**src/rtl/stop_watch_ctrl_mlap_if.sv**
```systemverilog
// Lap FIFO read port of the stopwatch controller.
// The controller takes the slave side; whoever pops laps takes the master side.
interface stop_watch_ctrl_mlap_if #(
   parameter int unsigned TIME_W    = 24,
   parameter int unsigned LAP_DEPTH = 4
);
   logic                         lap_rd;
   logic                         lap_valid;
   logic [TIME_W-1:0]            lap_data;
   logic [$clog2(LAP_DEPTH):0]   lap_cnt;
   logic                         lap_ovf;

   modport master (
      output lap_rd,
      input  lap_valid,
      input  lap_data,
      input  lap_cnt,
      input  lap_ovf
   );

   modport slave (
      input  lap_rd,
      output lap_valid,
      output lap_data,
      output lap_cnt,
      output lap_ovf
   );
endinterface

```
**src/rtl/stop_watch_ctrl_mlap.sv**
```systemverilog
// Stopwatch control FSM (IDLE/RUN/PAUSE) with long-press clear, N display modes
// and a lap-capture FIFO. Button decisions happen only on slow-tick rising edges;
// counter/LED outputs are re-registered on the tick falling edge.
module stop_watch_ctrl_mlap #(
   parameter int unsigned TIME_W     = 24,
   parameter int unsigned LAP_DEPTH  = 4,
   parameter int unsigned DISP_MODES = 2,
   parameter int unsigned LONG_TICKS = 100
) (
   input  logic                  clk,
   input  logic                  rst,
   input  logic                  pls_tick,
   input  logic                  start_stop_btn,
   input  logic                  clr_btn,
   input  logic                  lap_btn,
   input  logic [TIME_W-1:0]     time_in,
   output logic                  cnt_en,
   output logic                  clr_plso,
   output logic [1:0]            disp_mode,
   output logic [1:0]            stm,
   output logic [2:0]            ld0_rgb,
   output logic [2:0]            ld1_rgb,
   stop_watch_ctrl_mlap_if.slave lap_if
);

   localparam int unsigned PtrW  = $clog2(LAP_DEPTH);
   localparam int unsigned CntW  = PtrW + 1;
   localparam int unsigned HoldW = $clog2(LONG_TICKS + 1);

   localparam int unsigned BtnStart = 0;
   localparam int unsigned BtnClr   = 1;
   localparam int unsigned BtnLap   = 2;

   typedef enum logic [1:0] {
      StIdle  = 2'd0,
      StRun   = 2'd1,
      StPause = 2'd2,
      StHalt  = 2'd3
   } state_e;

   logic              p0_q, p0_d, p1_q, p1_d;
   logic              tick_r, tick_f;
   logic [2:0]        btn_s0_q, btn_s0_d, btn_s1_q, btn_s1_d;
   logic [2:0]        btn_rise, btn_fall;
   logic [HoldW-1:0]  hold_q, hold_d;
   state_e            stm_q, stm_d;
   logic [1:0]        disp_mode_q, disp_mode_d;
   logic              clr_pls_q, clr_pls_d;
   logic              cnt_en_q, cnt_en_d;
   logic              clr_plso_q, clr_plso_d;
   logic [2:0]        ld0_q, ld0_d, ld1_q, ld1_d;
   logic [TIME_W-1:0] mem_q [LAP_DEPTH];
   logic [TIME_W-1:0] mem_d [LAP_DEPTH];
   logic [PtrW-1:0]   wr_ptr_q, wr_ptr_d, rd_ptr_q, rd_ptr_d;
   logic [CntW-1:0]   cnt_q, cnt_d;
   logic              ovf_q, ovf_d;
   logic              long_press, short_press, lap_push, lap_pop, fifo_full, push_ok;

   // Tick edge detection and event qualification from the sampled buttons.
   always_comb begin
      p0_d     = pls_tick;
      p1_d     = p0_q;
      tick_r   = p0_q & ~p1_q;
      tick_f   = ~p0_q & p1_q;
      btn_rise = btn_s0_q & ~btn_s1_q;
      btn_fall = ~btn_s0_q & btn_s1_q;
      // A fresh clr press or a start press in the same tick must not trigger the clear.
      long_press  = tick_r & btn_s0_q[BtnClr] & ~btn_rise[BtnClr] & ~btn_rise[BtnStart]
                    & (stm_q == StPause) & (hold_q == HoldW'(LONG_TICKS - 1));
      short_press = tick_r & btn_fall[BtnClr] & (hold_q < HoldW'(LONG_TICKS - 1))
                    & (stm_q != StIdle);
      lap_push    = tick_r & btn_rise[BtnLap] & (stm_q == StRun);
   end

   // Button sampling, hold counter, state machine and display mode.
   always_comb begin
      btn_s0_d    = btn_s0_q;
      btn_s1_d    = btn_s1_q;
      hold_d      = hold_q;
      stm_d       = stm_q;
      disp_mode_d = disp_mode_q;
      clr_pls_d   = clr_pls_q;
      if (tick_r) begin
         btn_s1_d  = btn_s0_q;
         btn_s0_d  = {lap_btn, clr_btn, start_stop_btn};
         clr_pls_d = long_press;
         if (btn_rise[BtnClr]) begin
            hold_d = '0;
         end else if (btn_s0_q[BtnClr] && (hold_q < HoldW'(LONG_TICKS))) begin
            hold_d = hold_q + HoldW'(1);
         end
         unique case (stm_q)
            StIdle:  if (btn_rise[BtnStart]) stm_d = StRun;
            StRun:   if (btn_rise[BtnStart]) stm_d = StPause;
            StPause: begin
               if (btn_rise[BtnStart]) begin
                  stm_d = StRun;
               end else if (long_press) begin
                  stm_d = StIdle;
               end
            end
            default: stm_d = stm_q;
         endcase
         if (short_press) begin
            disp_mode_d = (disp_mode_q == 2'(DISP_MODES - 1)) ? 2'd0 : disp_mode_q + 2'd1;
         end
      end
      if (stm_d == StIdle) begin
         disp_mode_d = 2'd0;
      end
   end

   // Lap FIFO: flush beats push; pop frees a slot for a push in the same clock.
   always_comb begin
      mem_d     = mem_q;
      wr_ptr_d  = wr_ptr_q;
      rd_ptr_d  = rd_ptr_q;
      cnt_d     = cnt_q;
      ovf_d     = ovf_q;
      lap_pop   = lap_if.lap_rd & (cnt_q != '0);
      fifo_full = (cnt_q == CntW'(LAP_DEPTH));
      push_ok   = lap_push & (~fifo_full | lap_pop);
      if (long_press) begin
         wr_ptr_d = '0;
         rd_ptr_d = '0;
         cnt_d    = '0;
         ovf_d    = 1'b0;
      end else begin
         if (lap_pop) begin
            rd_ptr_d = rd_ptr_q + PtrW'(1);
         end
         if (push_ok) begin
            mem_d[wr_ptr_q] = time_in;
            wr_ptr_d        = wr_ptr_q + PtrW'(1);
         end
         if (lap_push && !push_ok) begin
            ovf_d = 1'b1;
         end
         cnt_d = cnt_q + CntW'(push_ok) - CntW'(lap_pop);
      end
   end

   // Outputs refreshed half a tick after the state change.
   always_comb begin
      cnt_en_d   = cnt_en_q;
      clr_plso_d = clr_plso_q;
      ld0_d      = ld0_q;
      ld1_d      = ld1_q;
      if (tick_f) begin
         cnt_en_d   = (stm_q == StRun);
         clr_plso_d = clr_pls_q;
         unique case (stm_q)
            StIdle:  ld0_d = 3'b010;
            StRun:   ld0_d = 3'b001;
            StPause: ld0_d = 3'b111;
            default: ld0_d = 3'b000;
         endcase
         unique case (disp_mode_q)
            2'd0:    ld1_d = 3'b010;
            2'd1:    ld1_d = 3'b001;
            2'd2:    ld1_d = 3'b100;
            default: ld1_d = 3'b110;
         endcase
      end
   end

   // State registers.
   always_ff @(posedge clk or negedge rst) begin
      if (!rst) begin
         p0_q        <= 1'b0;
         p1_q        <= 1'b0;
         btn_s0_q    <= '0;
         btn_s1_q    <= '0;
         hold_q      <= '0;
         stm_q       <= StIdle;
         disp_mode_q <= 2'd0;
         clr_pls_q   <= 1'b0;
         cnt_en_q    <= 1'b0;
         clr_plso_q  <= 1'b0;
         ld0_q       <= 3'b010;
         ld1_q       <= 3'b010;
         mem_q       <= '{default: '0};
         wr_ptr_q    <= '0;
         rd_ptr_q    <= '0;
         cnt_q       <= '0;
         ovf_q       <= 1'b0;
      end else begin
         p0_q        <= p0_d;
         p1_q        <= p1_d;
         btn_s0_q    <= btn_s0_d;
         btn_s1_q    <= btn_s1_d;
         hold_q      <= hold_d;
         stm_q       <= stm_d;
         disp_mode_q <= disp_mode_d;
         clr_pls_q   <= clr_pls_d;
         cnt_en_q    <= cnt_en_d;
         clr_plso_q  <= clr_plso_d;
         ld0_q       <= ld0_d;
         ld1_q       <= ld1_d;
         mem_q       <= mem_d;
         wr_ptr_q    <= wr_ptr_d;
         rd_ptr_q    <= rd_ptr_d;
         cnt_q       <= cnt_d;
         ovf_q       <= ovf_d;
      end
   end

   assign cnt_en           = cnt_en_q;
   assign clr_plso         = clr_plso_q;
   assign disp_mode        = disp_mode_q;
   assign stm              = stm_q;
   assign ld0_rgb          = ld0_q;
   assign ld1_rgb          = ld1_q;
   assign lap_if.lap_valid = (cnt_q != '0);
   assign lap_if.lap_data  = mem_q[rd_ptr_q];
   assign lap_if.lap_cnt   = cnt_q;
   assign lap_if.lap_ovf   = ovf_q;

endmodule

```
**src/flat_wrapper.sv**
```systemverilog
// flat-port wrapper written by rule: the top's interface ports become plain ports
module stop_watch_ctrl_mlap_flat 
#(
   parameter int unsigned TIME_W     = 24,
   parameter int unsigned LAP_DEPTH  = 4,
   parameter int unsigned DISP_MODES = 2,
   parameter int unsigned LONG_TICKS = 100
)
  (clk, rst, pls_tick, start_stop_btn, clr_btn, lap_btn, time_in, cnt_en, clr_plso, disp_mode, stm, ld0_rgb, ld1_rgb, lap_if_lap_rd, lap_if_lap_valid, lap_if_lap_data, lap_if_lap_cnt, lap_if_lap_ovf);
  stop_watch_ctrl_mlap_if #(.TIME_W(TIME_W), .LAP_DEPTH(LAP_DEPTH)) lap_if_i ();
  input  logic clk;
  input  logic rst;
  input  logic pls_tick;
  input  logic start_stop_btn;
  input  logic clr_btn;
  input  logic lap_btn;
  input  logic [TIME_W-1:0] time_in;
  output logic cnt_en;
  output logic clr_plso;
  output logic [1:0] disp_mode;
  output logic [1:0] stm;
  output logic [2:0] ld0_rgb;
  output logic [2:0] ld1_rgb;
  input wire logic [$bits(lap_if_i.lap_rd)-1:0] lap_if_lap_rd;
  output wire logic [$bits(lap_if_i.lap_valid)-1:0] lap_if_lap_valid;
  output wire logic [$bits(lap_if_i.lap_data)-1:0] lap_if_lap_data;
  output wire logic [$bits(lap_if_i.lap_cnt)-1:0] lap_if_lap_cnt;
  output wire logic [$bits(lap_if_i.lap_ovf)-1:0] lap_if_lap_ovf;
  assign lap_if_i.lap_rd = lap_if_lap_rd;
  assign lap_if_lap_valid = lap_if_i.lap_valid;
  assign lap_if_lap_data = lap_if_i.lap_data;
  assign lap_if_lap_cnt = lap_if_i.lap_cnt;
  assign lap_if_lap_ovf = lap_if_i.lap_ovf;
  stop_watch_ctrl_mlap #(.TIME_W(TIME_W), .LAP_DEPTH(LAP_DEPTH), .DISP_MODES(DISP_MODES), .LONG_TICKS(LONG_TICKS)) u_core (.clk(clk), .rst(rst), .pls_tick(pls_tick), .start_stop_btn(start_stop_btn), .clr_btn(clr_btn), .lap_btn(lap_btn), .time_in(time_in), .cnt_en(cnt_en), .clr_plso(clr_plso), .disp_mode(disp_mode), .stm(stm), .ld0_rgb(ld0_rgb), .ld1_rgb(ld1_rgb), .lap_if(lap_if_i));
endmodule
```
**config.mk**
```make
export PLATFORM = sky130hd
export DESIGN_NAME = stop_watch_ctrl_mlap_flat
export DESIGN_NICKNAME = d
export VERILOG_FILES = /design/src/rtl/stop_watch_ctrl_mlap_if.sv /design/src/rtl/stop_watch_ctrl_mlap.sv /design/src/flat_wrapper.sv
export SDC_FILE = /design/constraint.sdc
export NUM_CORES = 1
export LEC_CHECK = 0
export ABC_CLOCK_PERIOD_IN_PS = 7130
export BUFFER_PORTS_ARGS = -buffer_cell sky130_fd_sc_hd__clkbuf_2
export CAP_MARGIN = 20
export CORE_MARGIN = 1.5
export CORE_UTILIZATION = 60
export DETAILED_ROUTE_END_ITERATION = 12
export PLACE_DENSITY = 0.9
export SLEW_MARGIN = 20
export SYNTH_ARGS = -nofsm -noshare
export SYNTH_HDL_FRONTEND = slang
export SYNTH_SLANG_ARGS = --single-unit
export TNS_END_PERCENT = 1
```
**constraint.sdc**
```tcl
create_clock -name clk -period 7.13 [get_ports clk]
set_clock_uncertainty 0.15 [all_clocks]
set_input_delay 0.713 -clock clk [delete_from_list [all_inputs] [get_ports clk]]
set_output_delay 0.713 -clock clk [all_outputs]
set_load 0.03 [all_outputs]
```
==> metrics.txt, run 1 <==
max-slew violations=0; Area growth syn-to-layout=16.7%; core area=0.00982 mm^2; post-CTS setup repair buffer count=0; crit path max fanout=26; vias in the first global route=4036; Die Ht=104 um; Clk Latency, worst-skew pair=0.52 ns; initial antenna violation count=0; CTS tree=built; Gate power share=31.3%; top cells by count, synth=130 x dfrtp_1, 104 x mux2_2, 24 x mux4_2; total global-route track usage=24.9%; clock power share=28.8%; global-route wire length before repair=20700 um; Peak Freq=316 MHz; IO Count=72; register bit count reported by yosys=132; grt ovf=0; Die Area=0.0108 mm^2; Final nets=about 530; largest net degree at the start of global routing=86; Routed Antenna Nets=0; DP Cell Count=between 500 and 600; diode count=0; ys async rst share=100%; Yosys warnings=0; Clock Sinks=132; MaxCap Viol Count=0; worst min path class=input pin to asynchronous set/reset pin; Pint=1.97 mW; DRT iter0 DRCs=212; Final Hold Fails=0; post-synth top area share=53.4%; Initial Util=62.0%; num rows=36; Layout Cell Area excl Fill=slightly above 0.007 mm^2; dominant synthesized flop cell=dfrtp_1; layout cells sized above 1=49.7%; Avg WL per Cell=19.5 um; Post-CTS Hold Fix Bufs=0; status=completed; Synth Cell Area=0.00609 mm^2; P_leak=3.63 nW; critical path endpoint category=output port; Vias/cell=5.97; worst path required time=6.27 ns; Cell Area, Placed=between 0.006 and 0.007 mm^2; Area contributors post-synth=dfrtp_1 53%, mux2_2 19%, mux4_2 8.9%, ha_1 3.3%, buf_6 1.5%; worst vdd ir=0.000271 V; NetSw=between 1 and 1.5 mW; EDFF count, synth=0; Die W=104 um; DRC violations left=0; number of buffers added on ports=71; measured slew at the worst slew-check pin=0.896 ns; vias after detailed routing=3738; Worst-path clk slew=~0.060 ns; post-synthesis sequential area ratio=54.3%; syn nets=453; sw frac=34.9%; H-tree Lvls=4; total CTS buffers=17; Cells after Synth=just over 400; most common cell in the synthesized netlist=dfrtp_1; drt total wl=12200 um; sequential share of power=39.9%; Distinct cells, synth=43; period utilization=44.4%; Final WS setup=roughly 4 ns; crit path kind=flop to output port; Max transition margin=approximately two fifths; Final Non-Filler Cells=626; CP startpoint kind=flop; pre-CTS worst setup slack=4.18 ns; Pwr Density=425 mW/mm^2; Finish-stage setup viols=0; Critical Path AT=2.30 ns; fin crit period=3.16 ns; Post-Route Setup TNS=0 ns; syn avg cell area=roughly 15 um^2; post-synth top area cell=dfrtp_1; unrepaired setup endpoints after global routing=no; Max clock buf depth=2; Placer Congestion=0.826; clock root buffer=clkbuf_8; DP HPWL=7510 um; CTS-repair resized insts=0; drt first pass iters=4
-- area by class of cell --
| type | instances | area, um^2 |
|---|---|---|
| inverters | 12 | 45.0 |
| flip-flops and latches | 132 | 3310 |
| clock buffers | 20 | 455 |
| clock inverters | 12 | 145 |
| multi-input cells | 244 | 2610 |
| fillers | 637 | 2710 |
| well taps | 133 | 166 |
| repair buffers | 73 | 377 |
-- critical path, stage by stage, from the launching register on --
cell,delay (ns)
dfrtp_2,0.96
mux4_2,0.62
clkbuf_2,0.20
-- cell families (layout without fill, tap and decap cells) --
group | after synthesis | after routing | synth area share [%]
compound gates | 22 | 22 | 2.28
xor+xnor | 8 | 8 | 1.15
fa+ha+maj | 17 | 17 | 3.62
buf+inv | 29 | 117 | 2.88
flops | 132 | 132 | 54.3
mux | 133 | 133 | 29.2
simple gates | 64 | 64 | 6.64
-- metrics by stage --
step / hold WS [ns] / utilization [%] / total power, mW
6_report: 0.0508 / 72.4 / 3.02
5_1_grt: 0.0709 / 72.4 / 3.17
4_1_cts: 0.0524 / 72.3 / 3.04
3_5_place_dp: 0.319 / 66.2 / 2.15
3_3_place_gp: 0.315 / 66.2 / 2.09
2_1_floorplan: 0.267 / - / 1.89
-- per-layer routing --
layer | vias to the layer above | wire, um | global-route usage [%]
met5 | - | 0 | 0
met1 | 1981 | 5390 | 33.0
met4 | 0 | 218 | 9.42
li1 | 1633 | - | -
met2 | 100 | 6160 | 40.0
met3 | 24 | 454 | 6.36
-- placed cells by master, fill, tap and decap left out, types with 3 or more instances in the layout --
master	instances
clkbuf_16	16
inv_1	12
o21ai_0	5
xor2_1	4
mux2_2	104
ha_1	16
xnor2_1	4
nand3b_4	4
nor2b_1	4
nand3_1	4
clkbuf_2	70
clkinv_4	3
clkbuf_8	4
mux4_2	24
mux2_4	3
clkinvlp_4	4
o31ai_1	3
dfrtp_1	129
nor4b_1	3
nor2_1	19
or3_1	4
a21oi_1	7
nand2_1	12
-- power by group through the flow --
| stage | logic (mW) | registers (mW) | clock network, mW |
|---|---|---|---|
| 4_1_cts | 0.954 | 1.21 | 0.880 |
| 6_report | 0.945 | 1.21 | 0.870 |
| 3_5_place_dp | 0.941 | 1.21 | 0 |
| 2_1_floorplan | 0.713 | 1.17 | 0 |
| 5_1_grt | 1.01 | 1.24 | 0.914 |
| 3_3_place_gp | 0.906 | 1.19 | 0 |
-- path summary, 6_finish.rpt --
path,startpoint,endpoint,slack [ns],cells after the start
max,u_core.rd_ptr_q[0]$_DFFE_PN0P_,lap_if_lap_data[4],3.97,2
min,rst,u_core.stm[1]$_DFF_PN0_,0.05,1
max reg2reg,u_core.stm[1]$_DFF_PN0_,u_core.mem_q[8]$_DFFE_PN0P_,4.17,6
min reg2reg,u_core.ld0_rgb[1]$_DFFE_PN1P_,u_core.ld0_rgb[1]$_DFFE_PN1P_,0.32,2
max in group asynchronous,rst,u_core.mem_q[52]$_DFFE_PN0P_,5.64,2
min in group clk,pls_tick,u_core.p0_q$_DFF_PN0_,0.14,1
-- state kept, by name, summed over array words and instances (netlist names), 2 cells and up --
name / cells
u_core.hold_q: 7
u_core.ld0_rgb: 3
u_core.disp_mode: 2
u_core.btn_s1_q: 3
u_core.lap_if.lap_cnt: 3
u_core.mem_q: 96
u_core.stm: 2
u_core.wr_ptr_q: 2
u_core.ld1_rgb: 3
u_core.rd_ptr_q: 2
u_core.btn_s0_q: 3
No activity file was read; power rests on OpenSTA's default activity.
==> inputs of run 2 (changes only) <==
--- a/config.mk
+++ b/config.mk
@@ -5,13 +5,14 @@
 export SDC_FILE = /design/constraint.sdc
 export NUM_CORES = 1
 export LEC_CHECK = 0
-export ABC_CLOCK_PERIOD_IN_PS = 7130
+export ABC_AREA = 1
+export ABC_CLOCK_PERIOD_IN_PS = 2610
 export BUFFER_PORTS_ARGS = -buffer_cell sky130_fd_sc_hd__clkbuf_2
 export CAP_MARGIN = 20
 export CORE_MARGIN = 1.5
-export CORE_UTILIZATION = 60
+export CORE_UTILIZATION = 53
 export DETAILED_ROUTE_END_ITERATION = 12
-export PLACE_DENSITY = 0.9
+export PLACE_DENSITY = 0.84
 export SLEW_MARGIN = 20
 export SYNTH_ARGS = -nofsm -noshare
 export SYNTH_HDL_FRONTEND = slang
==> constraint.sdc (replaced) <==
create_clock -name clk -period 2.61 [get_ports clk]
set_clock_uncertainty 0.15 [all_clocks]
set_input_delay 0.261 -clock clk [delete_from_list [all_inputs] [get_ports clk]]
set_output_delay 0.261 -clock clk [all_outputs]
set_load 0.03 [all_outputs]
==> metrics.txt, run 2 <==
measured slew at the worst slew-check pin=0.805 ns (-0.0905 ns); Top Registers=u_core.mem_q: 96 flops, u_core.hold_q: 7 flops; clock root buffer=clkbuf_16; Die Area=0.0130 mm^2 (+20%); CTS-repair resized insts=0 (unchanged); max-slew violations=0 (unchanged); DRT iter0 DRCs=493 (+130%); post-synthesis compound-gate area fraction=16.1% (+14 points); critical path endpoint category=output port; syn nets=826 (+82%); worst hold path depth=4; grt ovf=0 (unchanged); Post-Synth Simple-Gate Area=21.8% (+15 points); initial antenna violation count=0 (unchanged); R2R depth=9 (+3); Avg WL per Cell=16.2 um (-17%); Pwr Density=1160 mW/mm^2 (+170%); Max clock buf depth=2 (unchanged); Final Non-Filler Cells=1027 (+64%); FILL cells=971 (+52%); Area contributors post-synth=dfrtp_1 50%, nand2_1 14%, o21ai_0 9.7%, nor2_1 3.7%, ha_1 3.1%; ys async rst share=100% (unchanged); reg2reg end=u_core.mem_q[37]$_DFFE_PN0P_; Placer Congestion=0.805 (-2.6%); Final Hold Fails=0 (unchanged); Synth Area in Adders=3.38% (-0.23 points); Vias/cell=5.64 (-5.5%); unrepaired setup endpoints after global routing=no; DP Cell Count=966 (+63%); global-route wire length before repair=28100 um (+36%); Area growth syn-to-layout=19.1%; worst reg-to-reg setup slack=0.27 ns (-3.90 ns); post-CTS setup repair buffer count=0 (unchanged); post-synth top area share=50.0% (-3.4 points); Worst-path clk slew=0.06 ns (about the same); dominant synthesized flop cell=dfrtp_1; post-synthesis sequential area ratio=50.8% (-3.5 points); total global-route track usage=27.8% (+2.9 points); worst vdd ir=0.000743 V (+170%); area used by multi-input combinational logic=0.00272 mm^2 (+4.3%); syn avg cell area=8.37 um^2 (-44%); commonest non-fill, non-tap cell in the layout=nand2_1; Clk Latency, worst-skew pair=0.42 ns (-0.10 ns); crit path kind=flop to output port; FF+latch area=0.00331 mm^2 (about the same); max reg flops=96 (unchanged); Die Ht=114 um (+9.7%); largest family of logic cells by synthesized area=simple AND/OR/NAND/NOR gates; fin crit period=2.49 ns; layout cells sized above 1=15.2% (-34 points); Distinct cells, synth=41 (-4.7%); top cells by count, synth=241 x nand2_1, 130 x dfrtp_1, 126 x o21ai_0; MaxCap Viol Count=0 (unchanged); largest reg by FF count=u_core.mem_q; CTS tree=built; Final nets=915 (+73%); Critical Path AT=2.07 ns (-0.23 ns); Finish-stage setup viols=0 (unchanged); XOR/XNOR Fraction of Synth Area=0.538% (-0.61 points); Initial Util=54.2% (-7.8 points); status=completed; Routed Antenna Nets=0 (unchanged); crit path max fanout=15 (-42%); most common cell in the synthesized netlist=nand2_1; Clock Sinks=132 (unchanged); CP startpoint kind=flop; Peak Freq=402 MHz; drt total wl=16600 um (+36%); largest net degree at the start of global routing=133 (+55%); period utilization=95.2%; Max transition margin=46.3% (+6.0 points); worst min path class=input pin to flop; DP HPWL=9590 um (+28%); worst hold endpoint=u_core.rd_ptr_q[0]$_DFFE_PN0P_; P_leak=4.16 nW (+15%); post-synth top area cell=dfrtp_1; vias after detailed routing=5794 (+55%); H-tree Lvls=4 (unchanged); Cells after Synth=778 (+92%); total CTS buffers=17 (unchanged); HP Start=lap_if_lap_rd; Yosys warnings=0 (unchanged); num rows=40 (+11%); core area=0.0120 mm^2 (+22%); IO Count=72 (unchanged); vias in the first global route=5893 (+46%); diode count=0 (unchanged); mux contribution to synthesized area=0% (-29 points); worst path required time=2.20 ns (-4.07 ns); Post-Route Setup TNS=0 ns (unchanged); register bit count reported by yosys=132 (unchanged); DRC violations left=0 (unchanged); worst r2r src=u_core.stm[0]$_DFF_PN0_; number of buffers added on ports=71 (unchanged); drt first pass iters=5 (+1); commonest non-fill, non-tap cells in the layout=241 x nand2_1, 130 x dfrtp_1, 126 x o21ai_0, 70 x clkbuf_2, 65 x nor2_1; EDFF count, synth=0 (unchanged); Synth Cell Area=0.00651 mm^2 (+6.9%); Die W=114 um (+9.7%)
-- run 2: cell types whose count changed in the layout (fill, tap and decap cells not counted), sizes merged, moves of 10 or more --
cell         change
dlygate4sd3     +29
nand2          +233
mux2           -107
mux4            -24
buf             +10
inv             +31
o22ai           +23
nor2            +53
o21ai          +159
-- run 2: logic make-up (layout without fill, tap and decap cells) --
group           after synthesis  in the layout
compound gates              199            199
simple gates                337            337
buf+inv                      89            191
fa+ha+maj                    17             17
xor+xnor                      4              4
flops                       132            132
-- run 2: per-layer routing --
layer	wire length [um]	up-vias	global-route usage (%)
li1	-	2715	-
met1	6870	2812	35.1
met2	8310	235	45.9
met3	1140	32	6.75
met4	316	0	11.8
met5	0	-	0
-- run 2: what timing repair did --
action | 4_1_cts | 5_1_grt
hold buffers | 29 | 0
endpoints found under the hold margin | 230 | 0
setup endpoints to repair | 0 | 0
-- run 2: worst max path at each step --
stage	startpoint	depth (start not counted)	end	slack, ns
after CTS	u_core.rd_ptr_q[1]$_DFFE_PN0P_	5	lap_if_lap_data[12]	0.17
after detailed placement	u_core.stm[1]$_DFF_PN0_	8	u_core.mem_q[87]$_DFFE_PN0P_	0.32
final	u_core.rd_ptr_q[1]$_DFFE_PN0P_	5	lap_if_lap_data[12]	0.12
after global placement	u_core.lap_if.lap_cnt[1]$_DFF_PN0_	11	u_core.lap_if.lap_cnt[2]$_DFF_PN0_	0.37
after floorplan	u_core.lap_if.lap_cnt[1]$_DFF_PN0_	11	u_core.lap_if.lap_cnt[2]$_DFF_PN0_	0.1
after global routing	u_core.rd_ptr_q[1]$_DFFE_PN0P_	5	lap_if_lap_data[12]	0.02
-- run 2: layout make-up --
type | instances | area share [%]
Timing Repair Buffer | 112 | 10.2
Multi-Input combinational cell | 557 | 35.1
Inverter | 47 | 2.34
Clock inverter | 13 | 1.76
Clock buffer | 19 | 5.59
Sequential cell | 132 | 42.6
Tap cell | 147 | 2.37
-- run 2: where the power goes --
| part | total [mW] | switching, mW | internal [mW] |
|---|---|---|---|
| logic | 3.63 | 2.57 | 1.06 |
| registers | 3.02 | 0.354 | 2.67 |
| clock network | 2.31 | 0.909 | 1.40 |
-- run 2: through the flow --
step	hold WS [ns]	power, mW	utilization (%)	worst slack, ns	instance area [um^2]
4_1_cts	0.0551	8.93	64.5	0.167	7750
5_1_grt	0.122	9.51	64.5	0.0197	7750
3_5_place_dp	0.221	6.55	57.4	0.322	6890
3_3_place_gp	0.219	6.44	57.4	0.374	6890
6_report	0.0688	8.96	64.5	0.124	7750
2_1_floorplan	-0.185	5.43	-	0.0978	6520
-- run 2: worst max-delay path, stage by stage (launching register included) --
cell and delay (ns):
dfrtp_1 0.38, inv_1 0.42, buf_4 0.28, o21ai_0 0.10, o22ai_1 0.21, clkbuf_2 0.26
==> inputs of run 3 (changes only) <==
--- a/config.mk
+++ b/config.mk
@@ -5,11 +5,9 @@
 export SDC_FILE = /design/constraint.sdc
 export NUM_CORES = 1
 export LEC_CHECK = 0
-export ABC_AREA = 1
 export ABC_CLOCK_PERIOD_IN_PS = 2610
 export BUFFER_PORTS_ARGS = -buffer_cell sky130_fd_sc_hd__clkbuf_2
 export CAP_MARGIN = 20
-export CORE_MARGIN = 1.5
 export CORE_UTILIZATION = 53
 export DETAILED_ROUTE_END_ITERATION = 12
 export PLACE_DENSITY = 0.84
==> metrics.txt, run 3 (synthesis results as in run 1) <==
period utilization=97.2% (+1.9 points); Area growth syn-to-layout=26.0%; Clock Sinks=132 (unchanged); max reg flops=96 (unchanged); measured slew at the worst slew-check pin=0.609 ns (-0.196 ns); Pwr Density=1120 mW/mm^2 (-2.9%); drt first pass iters=4 (-1); critical path endpoint category=flop; pre-CTS worst setup slack=0.0220 ns (-0.300 ns); unrepaired setup endpoints after global routing=no; total CTS buffers=17 (unchanged); Top Registers=u_core.mem_q: 96 flops, u_core.hold_q: 7 flops; DRC violations left=0 (unchanged); status=completed; Final nets=571 (-38%); Die Ht=109 um (-4.1%); largest reg by FF count=u_core.mem_q; Layout Cell Area excl Fill=0.00767 mm^2 (-1.0%); Post-Route Setup TNS=0 ns (unchanged); Cell Area, Placed=0.00672 mm^2 (-2.5%); max-slew violations=0 (unchanged); clock power share=30.0% (+4.2 points); fin crit period=2.54 ns (+0.0508 ns); Max transition margin=59.4% (+13 points); core area=0.0110 mm^2 (-8.2%); clock root buffer=clkbuf_16; commonest non-fill, non-tap cell in the layout=dfrtp_1; Worst-path clk slew=0.06 ns (about the same); diode count=0 (unchanged); Final WS setup=0.0734 ns (-0.0508 ns); num rows=38 (-5.0%); Initial Util=55.2% (+1.0 points); NetSw=2.85 mW (-26%); CP bufs+invs=1 (-2); crit-path max cell delay=0.44 ns (+0.02 ns); vias after detailed routing=3781 (-35%); largest net degree at the start of global routing=61 (-54%); sequential share of power=37.3% (+3.6 points); Final Non-Filler Cells=676 (-34%); Critical Path AT=2.68 ns (+0.61 ns); DP Cell Count=616 (-36%); Pint=5.77 mW (+12%); DP HPWL=7660 um (-20%); Routed Antenna Nets=0 (unchanged); Placer Congestion=0.821 (+2.0%); Tot Pwr=8.61 mW (-3.8%); Die W=109 um (-4.1%); worst path required time=2.76 ns (+0.56 ns); Avg WL per Cell=18.1 um (+12%); drt total wl=12200 um (-26%); worst vdd ir=0.000972 V (+31%); Peak Freq=394 MHz (-2.0%); Largest delay share family, worst path=adder cells; number of buffers added on ports=71 (unchanged); Gate power share=32.8% (-7.7 points); Crit-path slowest cell=dfrtp_2; crit path max fanout=5 (-10); CTS tree=built; sw frac=33.1% (-9.7 points); P_leak=3.87 nW (-6.9%); vias in the first global route=4090 (-31%); Finish-stage setup viols=0 (unchanged); Max clock buf depth=2 (unchanged); IO Count=72 (unchanged); CP startpoint kind=flop; hold_ws=0.00916 ns (-0.0596 ns); worst min path class=input pin to flop; Clk Latency, worst-skew pair=0.41 ns (about the same); Die Area=0.0119 mm^2 (-8.0%); layout cells sized above 1=50.6% (+35 points); DRT iter0 DRCs=219 (-56%); global-route wire length before repair=19800 um (-30%); Final Hold Fails=0 (unchanged); initial antenna violation count=0 (unchanged); H-tree Lvls=4 (unchanged); grt ovf=0 (unchanged); Post-Route Utilization=69.6% (+5.0 points); MaxCap Viol Count=0 (unchanged); Vias/cell=5.59 (-0.86%); crit-path cells=or3_4 > and2_1 > ha_1 > inv_1 > ha_2 > fa_2 > xnor2_2 > xnor2_1 > nor2_1; total global-route track usage=22.6% (-5.2 points); commonest non-fill, non-tap cells in the layout=125 x dfrtp_1, 104 x mux2_2, 70 x clkbuf_2, 28 x dlygate4sd3_1, 24 x mux4_2; crit path kind=flop to flop
-- run 3: changes by cell type in the layout (fill, tap and decap cells not counted), sizes merged, moves of 5 or more --
cell,previous run,this run
nand3b,0,5
o21ai,164,5
buf,13,18
nand3,13,4
o22ai,24,1
nand2,245,12
nor2,72,19
inv,46,12
mux4,0,24
mux2,0,107
-- run 3: metal layers --
metal	vias to the layer above	global-route usage, %	part of all wire (%)
met5	-	0	0
met4	0	8.86	1.4
met3	13	6.58	4.1
met2	100	39.8	54
met1	1954	25.7	41
li1	1714	-	-
-- run 3: repair_timing --
| item | in CTS | in global routing |
|---|---|---|
| endpoints found under the setup margin | 1 | 84 |
| hold buffers | 28 | 0 |
| resized for setup | 1 | 2 |
| pin swaps | 1 | 0 |
| hold endpoints to repair | 131 | 0 |
| buffers inserted | 0 | 0 |
-- run 3: final timing paths --
| kind | slack [ns] | cells past startpoint | to | start |
|---|---|---|---|---|
| setup / recovery | 0.07 | 9 | u_core.lap_if.lap_cnt[2]$_DFF_PN0_ | u_core.lap_if.lap_cnt[1]$_DFF_PN0_ |
| hold / removal | 0.009 | 2 | u_core.mem_q[51]$_DFFE_PN0P_ | time_in[3] |
| setup reg to reg | 0.07 | 9 | u_core.lap_if.lap_cnt[2]$_DFF_PN0_ | u_core.lap_if.lap_cnt[1]$_DFF_PN0_ |
| hold reg to reg | 0.32 | 1 | u_core.clr_pls_q$_DFFE_PN0N_ | u_core.clr_pls_q$_DFFE_PN0N_ |
| max in group asynchronous | 1.27 | 3 | u_core.ld1_rgb[1]$_DFFE_PN1P_ | rst |
| min in group asynchronous | 0.26 | 2 | u_core.mem_q[78]$_DFFE_PN0P_ | rst |
-- run 3: final cells by class --
type                       count  area (um^2)
timing repair buffer         116          841
clock inverter                11          174
tap                          140          175
fill                         721         3360
inverter                      12         45.0
multi-input combinational    244         2650
clock buffer                  21          480
sequential                   132         3310
-- run 3: power groups by stage --
stage | registers, mW | clock network [mW] | logic, mW
after floorplan | 3.22 | 0 | 1.96
after global placement | 3.15 | 0 | 2.69
after detailed placement | 3.22 | 0 | 2.77
after CTS | 3.20 | 2.62 | 2.85
after global routing | 3.30 | 2.70 | 3.04
final | 3.21 | 2.58 | 2.82
